<file path="src/rtl/core_wb_pkg.sv">
// core_wb_pkg: shared types and constants for the core-to-Wishbone bridge.
//   state_t       : bridge FSM states (IDLE, BUSY, FLUSH)
//   DEF_*         : default parameter values for the bridge
//   cnt_width()   : bit width needed to hold a count of 0..max_val
package core_wb_pkg;

  typedef enum logic [1:0] {
    IDLE  = 2'd0,
    BUSY  = 2'd1,
    FLUSH = 2'd2
  } state_t;

  localparam int DEF_MAX_OUTSTANDING = 4;
  localparam int DEF_TIMEOUT_CYCLES  = 255;

  function automatic int cnt_width(input int max_val);
    return (max_val < 1) ? 1 : $clog2(max_val + 1);
  endfunction

endpackage

</file>
<file path="src/rtl/core_wb_watchdog.sv">
// core_wb_watchdog: counts consecutive enabled cycles without a clear and
// pulses expire on the TIMEOUT_CYCLES-th such cycle.
//   clk, rst  : clock, synchronous active-high reset
//   enable    : count only while high (bridge is BUSY)
//   clear     : restart the count (response or new grant this cycle)
//   expire    : one-cycle pulse when the idle budget is used up
module core_wb_watchdog import core_wb_pkg::*; #(
  parameter int TIMEOUT_CYCLES = DEF_TIMEOUT_CYCLES
) (
  input  logic clk,
  input  logic rst,
  input  logic enable,
  input  logic clear,
  output logic expire
);

  localparam int TW = cnt_width(TIMEOUT_CYCLES);
  localparam logic [TW-1:0] LAST_C = TW'(TIMEOUT_CYCLES - 1);
  localparam logic [TW-1:0] ONE_C  = TW'(1);

  logic [TW-1:0] count_r;

  // The count holds the number of idle cycles already seen, so the current
  // cycle is the last allowed one when it equals TIMEOUT_CYCLES-1.
  assign expire = enable & ~clear & (count_r == LAST_C);

  // Idle-cycle counter; restarts whenever the bridge is not waiting idly.
  always_ff @(posedge clk) begin
    if (rst) begin
      count_r <= {TW{1'b0}};
    end else if (~enable | clear | expire) begin
      count_r <= {TW{1'b0}};
    end else begin
      count_r <= count_r + ONE_C;
    end
  end

endmodule

</file>
<file path="src/rtl/core_wb_pipe_bridge.sv">
// core_wb_pipe_bridge: core bus slave to Wishbone B4 pipelined master.
// Up to MAX_OUTSTANDING transfers in flight, responses returned in order.
//   Core side : core_req/core_gnt/core_we/core_be/core_addr/core_wdata in,
//               core_rvalid/core_rdata/core_err out (registered).
//   WB side   : wb_cyc/wb_stb/wb_we/wb_sel/wb_adr/wb_dat_o out,
//               wb_dat_i/wb_ack/wb_err/wb_stall in.
//   clk, rst  : rising-edge clock, synchronous active-high reset.
// Optional watchdog: define CORE_WB_TIMEOUT_EN to abort a hung cycle after
// TIMEOUT_CYCLES idle cycles; outstanding transfers are then answered with
// core_err=1, one per cycle.
module core_wb_pipe_bridge import core_wb_pkg::*; #(
  parameter int MAX_OUTSTANDING = DEF_MAX_OUTSTANDING,
  parameter int TIMEOUT_CYCLES  = DEF_TIMEOUT_CYCLES
) (
  input  logic        clk,
  input  logic        rst,
  input  logic        core_req,
  output logic        core_gnt,
  output logic        core_rvalid,
  input  logic        core_we,
  input  logic [3:0]  core_be,
  input  logic [31:0] core_addr,
  input  logic [31:0] core_wdata,
  output logic [31:0] core_rdata,
  output logic        core_err,
  output logic        wb_cyc,
  output logic        wb_stb,
  output logic        wb_we,
  output logic [3:0]  wb_sel,
  output logic [31:0] wb_adr,
  output logic [31:0] wb_dat_o,
  input  logic [31:0] wb_dat_i,
  input  logic        wb_ack,
  input  logic        wb_err,
  input  logic        wb_stall
);

  localparam int CW = cnt_width(MAX_OUTSTANDING);
  localparam logic [CW-1:0] MAX_C  = CW'(MAX_OUTSTANDING);
  localparam logic [CW-1:0] ZERO_C = {CW{1'b0}};
  localparam logic [CW-1:0] ONE_C  = CW'(1);

  state_t        state_r;
  state_t        state_nxt_s;
  logic [CW-1:0] cnt_r;
  logic [CW-1:0] cnt_nxt_s;
  logic          flush_s;
  logic          stb_s;
  logic          gnt_s;
  logic          resp_s;
  logic          expire_s;

  assign flush_s = (state_r == FLUSH);
  assign stb_s   = core_req & (cnt_r < MAX_C) & ~flush_s;
  assign gnt_s   = stb_s & ~wb_stall;
  // Acks with nothing outstanding are spurious and must not produce rvalid.
  assign resp_s  = (wb_ack | wb_err) & (cnt_r != ZERO_C) & ~flush_s;

  assign core_gnt = gnt_s;
  assign wb_stb   = stb_s;
  assign wb_cyc   = ~flush_s & (stb_s | (cnt_r != ZERO_C));
  assign wb_we    = core_we;
  assign wb_sel   = core_be;
  assign wb_adr   = core_addr;
  assign wb_dat_o = core_wdata;

`ifdef CORE_WB_TIMEOUT_EN
  core_wb_watchdog #(
    .TIMEOUT_CYCLES(TIMEOUT_CYCLES)
  ) u_watchdog (
    .clk    (clk),
    .rst    (rst),
    .enable (state_r == BUSY),
    .clear  (resp_s | gnt_s),
    .expire (expire_s)
  );
`else
  assign expire_s = 1'b0;
`endif

  // Outstanding count: +1 on grant, -1 on response, one per cycle in FLUSH.
  always_comb begin
    cnt_nxt_s = cnt_r;
    if (flush_s) begin
      if (cnt_r != ZERO_C) begin
        cnt_nxt_s = cnt_r - ONE_C;
      end else begin
        cnt_nxt_s = cnt_r;
      end
    end else if (gnt_s & ~resp_s) begin
      cnt_nxt_s = cnt_r + ONE_C;
    end else if (resp_s & ~gnt_s) begin
      cnt_nxt_s = cnt_r - ONE_C;
    end else begin
      cnt_nxt_s = cnt_r;
    end
  end

  // Next-state logic; leaving BUSY for IDLE is keyed on the count draining.
  always_comb begin
    state_nxt_s = state_r;
    case (state_r)
      IDLE: begin
        if (gnt_s) begin
          state_nxt_s = BUSY;
        end else begin
          state_nxt_s = IDLE;
        end
      end
      BUSY: begin
        if (cnt_nxt_s == ZERO_C) begin
          state_nxt_s = IDLE;
        end else if (expire_s) begin
          state_nxt_s = FLUSH;
        end else begin
          state_nxt_s = BUSY;
        end
      end
      FLUSH: begin
        if (cnt_nxt_s == ZERO_C) begin
          state_nxt_s = IDLE;
        end else begin
          state_nxt_s = FLUSH;
        end
      end
      default: begin
        state_nxt_s = IDLE;
      end
    endcase
  end

  // State and outstanding-count registers.
  always_ff @(posedge clk) begin
    if (rst) begin
      state_r <= IDLE;
      cnt_r   <= ZERO_C;
    end else begin
      state_r <= state_nxt_s;
      cnt_r   <= cnt_nxt_s;
    end
  end

  // Registered response to the core; rdata keeps its last value between
  // responses, and a flushed transfer returns an error with stale rdata.
  always_ff @(posedge clk) begin
    if (rst) begin
      core_rvalid <= 1'b0;
      core_err    <= 1'b0;
      core_rdata  <= 32'h0000_0000;
    end else if (flush_s && (cnt_r != ZERO_C)) begin
      core_rvalid <= 1'b1;
      core_err    <= 1'b1;
      core_rdata  <= core_rdata;
    end else if (resp_s) begin
      core_rvalid <= 1'b1;
      core_err    <= wb_err;
      core_rdata  <= wb_dat_i;
    end else begin
      core_rvalid <= 1'b0;
      core_err    <= 1'b0;
      core_rdata  <= core_rdata;
    end
  end

endmodule

</file>
<file path="config.mk">
export PLATFORM = sky130hd
export DESIGN_NAME = core_wb_pipe_bridge
export DESIGN_NICKNAME = d
export VERILOG_FILES = /design/src/rtl/core_wb_pkg.sv /design/src/rtl/core_wb_watchdog.sv /design/src/rtl/core_wb_pipe_bridge.sv
export SDC_FILE = /design/constraint.sdc
export NUM_CORES = 1
export LEC_CHECK = 0
export CORE_MARGIN = 3
export CORE_UTILIZATION = 29
export DETAILED_ROUTE_END_ITERATION = 6
export PLACE_DENSITY = 0.81
export SYNTH_ARGS = -nofsm -noshare
export SYNTH_HDL_FRONTEND = slang
export SYNTH_SLANG_ARGS = --single-unit
</file>
<file path="constraint.sdc">
create_clock -name clk -period 2.7 [get_ports clk]
set_input_delay 0.54 -clock clk [delete_from_list [all_inputs] [get_ports clk]]
set_output_delay 0.54 -clock clk [all_outputs]
set_load 0.02 [all_outputs]
</file>
# == After elaboration in Yosys (flattened, before gate mapping) ==
# Index checks and enable logic that the tools add are counted.
# Widths: inputs -> output; s select.
# op_classes
addsub,2
multipliers,0
div,0
order_cmp,1
n_eq_ne,2
n_shift,0
n_mux,12
n_bitwise,15
reduce_logical,5
# op_table
operator,n
$mux 3,4
$and 1x1->1,8
$mux 1,6
$pmux 2 s3,1
$not 1->1,5
$add 3x1->3 const B,1
$logic_not 3->1,1
$lt 3x3->1 const B,1
$reduce_bool 3->1,1
$sub 3x1->3 const B,1
$eq 2x1->1 const B,1
$eq 2x2->1 const B,1
$logic_not 2->1,1
$mux 2,1
$or 1x1->1,2
$reduce_and 2->1,1
$logic_and 1x1->1,1
# word_totals
ff_bits,39
latch_bits,0
ramBits,0
rom_bits,0
inputBits,107
out_inout_bits,106
wordCells,42
memories,0

# == Logic depth before layout (Yosys ltp) ==
# logic_depth
word_depth,12
depth_mapped,10
ltp_nobuf,8

# == Worst setup path before layout ==
# No wires, ideal clock.
# synth_path
kind,flip-flop to flip-flop
start,register cnt_r[1]
end,register state_r[1]
setup_ps,146
arrival_time_ps,1870
required_time_ps,2554
slack_ps,684
stages_incl_launch_ff,11
path_buffers,2
period_less_slack_ps,2016
cell_sequence,dfxtp_1 -> inv_1 -> ha_1 -> nor2b_1 -> buf_2 -> or3_1 -> clkbuf_1 -> o21ai_1 -> o311ai_1 -> o311ai_1 -> a311oi_1
# synth_between
elab_chain_cells,12
word_cells_on_any_way,20
classes_between,add/sub: 2; order compare: 1; mux: 6; bitwise: 9; reduce/logical: 2
# synth_lines
item,line,text
start: declaration,core_wb_pipe_bridge.sv:45,logic [CW-1:0] cnt_r;
start signal: assignment,core_wb_pipe_bridge.sv:139,cnt_r <= cnt_nxt_s;
$lt 3x3->1,core_wb_pipe_bridge.sv:54,assign stb_s = core_req & (cnt_r < MAX_C) & ~flush_s;
$and 1x1->1 (2 in a row),core_wb_pipe_bridge.sv:54,
$and 1x1->1,core_wb_pipe_bridge.sv:55,assign gnt_s = stb_s & ~wb_stall;
$not 1->1,core_wb_pipe_bridge.sv:92,end else if (resp_s & ~gnt_s) begin
$and 1x1->1,core_wb_pipe_bridge.sv:92,
$mux 3,core_wb_pipe_bridge.sv:92,
$mux 3,core_wb_pipe_bridge.sv:90,end else if (gnt_s & ~resp_s) begin
$mux 3 *,core_wb_pipe_bridge.sv:84,if (flush_s) begin
$logic_not 3->1 *,"core_wb_pipe_bridge.sv:111, core_wb_pipe_bridge.sv:120",
$mux 2 *,core_wb_pipe_bridge.sv:120,if (cnt_nxt_s == ZERO_C) begin
$pmux 2 s3 *,core_wb_pipe_bridge.sv:102,case (state_r)
end signal: assignment,core_wb_pipe_bridge.sv:138,state_r <= state_nxt_s;
end: declaration,core_wb_pipe_bridge.sv:43,state_t state_r;
# Every way passes the cells marked *; elsewhere a longest branch is shown, timed or not.
# A chain may end at the register's enable or synchronous reset.

# == Worst setup path in the final report ==
# layout_path
start,input core_req
end,output wb_cyc
# layout_between
elab_chain_cells,4
# layout_lines
item,line,text
start: declaration,core_wb_pipe_bridge.sv:17,"input logic core_req,"
$and 1x1->1 (2 in a row),core_wb_pipe_bridge.sv:54,
$or 1x1->1,core_wb_pipe_bridge.sv:61,assign wb_cyc = ~flush_s & (stb_s | (cnt_r != ZERO_C));
$and 1x1->1,core_wb_pipe_bridge.sv:61,
end: declaration,core_wb_pipe_bridge.sv:26,"output logic wb_cyc,"
# No other way between the ends.

==> run_results.csv <==
group,metric,value,unit
flow_run,cap_violations,0,
clocking,cts_tree,"yes",
yosys,synthArstFlopShare,0,%
clocking,insertion_delay,0.28,ns
route,routed_wl,4670,um
sta,period_share,92.9,%
sta,maxSlewViolCount,0,
clocking,cts-root-buf,"clkbuf_8",
yosys,synth.area.top_cells,"dfxtp_1 (38%), buf_4 (25%), nand2_1 (12%)",
yosys,yosysWarnings,0,
yosys,syn-cell-area,2070,um2
route,via_per_inst,4.45,
clocking,clk_pin_slew,0.07,ns
yosys,synth_area_per_cell,7.66,um2
sta,finalSetupViolations,0,
route,ant_nets,0,
placement,gp_congestion,0.817,
die,die_x,90.5,um
clocking,cts-buffers-inserted,5,
layout,fin_nets,388,
worst_setup_path,path_max_fanout,3,
yosys,yosysSeqAreaShare,37.7,%
layout,regArea,781,um2
outcome,status,"complete, no violations",
layout,final_cell_mix,"clkdlybuf4s50_1 (73), nand2_1 (67), dfxtp_1 (39)",
placement,hpwl,3610,um
global_route,grt_overflow,0,
route,drc,0,
clocking,cts.htree.levels,2,
global_route,grt_max_degree,40,
worst_setup_path,required,2.16,ns
sta,finClkSkew,0.00220,ns
die,rows,30,
global_route,grt_pass1_wl,7440,um
global_route,antenna_found_initial,0,
sta,fin_setup_tns,0,ns
route,vias,1669,
placement,io_buffers,74,
pwr,leakage,0.966,nW
die,io_pins,213,
route,drtIter0Drc,92,
sta,tightest_slew,0.417,ns
layout,drive_gt1_share,6.81,%
yosys,syn_inst,270,
pwr,ir_drop,0.000284,V
layout,area_growth,23.3,%
die,core,6870,um2
sta,hold_viol_final,0,
die,start_util,30.1,%
layout,mostFrequentLayoutCell,"clkdlybuf4s50_1",
sta,slew_headroom,71.8,%
layout,fillers,713,
worst_setup_path,start_kind,"input port",
clocking,cts_buffer_depth,2,
die,die_y,90.5,um
pwr,p_total,2.63,mW
pwr,power_density,1030,nW/um2
sta,fin_hold_ws,0.454,ns
yosys,synthFlopType,"dfxtp_1",
route,first_pass_iters,4,
layout,n_antenna_cell,0,
worst_setup_path,endpoint_kind,"primary output",
yosys,ys_ff_latch,39,
yosys,synth_edf_count,0,
sta,fin_crit,2.51,ns
yosys,synth_fp_nets,380,
worst_setup_path,crit_type,"input port to primary output",
clocking,clkSinkCount,39,
worst_hold_path,hold_path_class,"flip-flop to flip-flop",
global_route,grt_pass1_vias,1544,
yosys,synth_top_cell_area_share,37.7,%
clocking,post_cts_buffers,0,
worst_setup_path,arrival,1.97,ns
die,dieArea,8190,um2
sta,rsz0062_at_grt,"false",
layout,multi_input_area,703,um2
yosys,synth.largest_area_cell,"dfxtp_1",
yosys,ys_types,27,
sta,fmax,399,MHz
global_route,grt_use_total,11.1,%
clocking,cts_hold_buf,0,
route,wl_per_cell,12.5,um
[cell usage after synthesis (2+ instances only)]
cell type and n:
buf_4 69, nand2_1 67, dfxtp_1 39, a21oi_1 35, nor2_1 13, clkbuf_1 11, inv_1 5, ha_1 3
nand2b_1 3, a211oi_1 2, a31oi_1 2, buf_2 2, nor2b_1 2, nor3_1 2, o311ai_1 2, or3_1 2
[where the power goes]
group / switching, mW / internal (mW) / leakage (nW)
clock network: 0.194 / 0.299 / 0.0612
logic: 0.741 / 0.579 / 0.584
registers: 0.0874 / 0.726 / 0.321
total: 1.02 / 1.60 / 0.966
[state kept, by name, summed over array words and instances, names as in the netlist]
signal / count
core_rdata: 32
cnt_r: 3
state_r: 2
core_err: 1
core_rvalid: 1
[layout make-up]
type,count,area share [%]
Tap cell,96,4.71
Clock inverter,2,1.37
Clock buffer,6,3.24
Inverter,5,0.736
Sequential cell,39,30.6
Multi-Input combinational cell,144,27.6
Timing Repair Buffer,83,31.8
[stage by stage]
stage / instances / cell area, um2 / util, % / setup slack, ns
final: 375 / 2550 / 37.1 / 0.193
after global routing: 375 / 2550 / 37.1 / 0.0631
after CTS: 375 / 2550 / 37.1 / 0.0148
after detailed placement: 367 / 2430 / 35.4 / 0.0216
after global placement: 367 / 2430 / 35.4 / 0.0304
after floorplan: 270 / 2070 / - / 0.684
[worst max-delay path, stage by stage]
cell,delay [ns]
clkdlybuf4s50_1,0.48
nand2b_1,0.08
buf_4,0.14
a21oi_1,0.11
clkdlybuf4s50_1,0.61
[logic make-up (layout without fill, tap and decap cells)]
family / Yosys count / after routing / synth area share, %
simple gates: 93 / 93 / 18.9
buf+inv: 87 / 96 / 28.4
compound gates: 47 / 47 / 12.7
flops: 39 / 39 / 37.7
fa+ha+maj: 3 / 3 / 1.81
xor+xnor: 1 / 1 / 0.423
[per-layer routing]
| layer | share of wire, % | vias up | wire length, um | GRT usage (%) |
|---|---|---|---|---|
| li1 | - | 815 | - | - |
| met1 | 38 | 749 | 1770 | 11.1 |
| met2 | 49 | 85 | 2310 | 19.1 |
| met3 | 9.5 | 20 | 444 | 5.33 |
| met4 | 3.1 | 0 | 143 | 5.48 |
| met5 | 0 | - | 0 | 0 |
[timing repair]
action	4_1_cts	5_1_grt
hold endpoints to repair	0	0
gates resized for setup	0	2
setup endpoints to repair	0	2
[final timing paths]
kind                            slack [ns]      startpoint             end  cells after the start
worst max-delay path                  0.19        core_req          wb_cyc                      5
worst min-delay path                  0.45  core_rdata[27]  core_rdata[27]                      2
worst max register to register        0.58        cnt_r[1]      state_r[1]                      8
worst min register to register        0.45  core_rdata[27]  core_rdata[27]                      2
(Power assumes the default switching activity.)
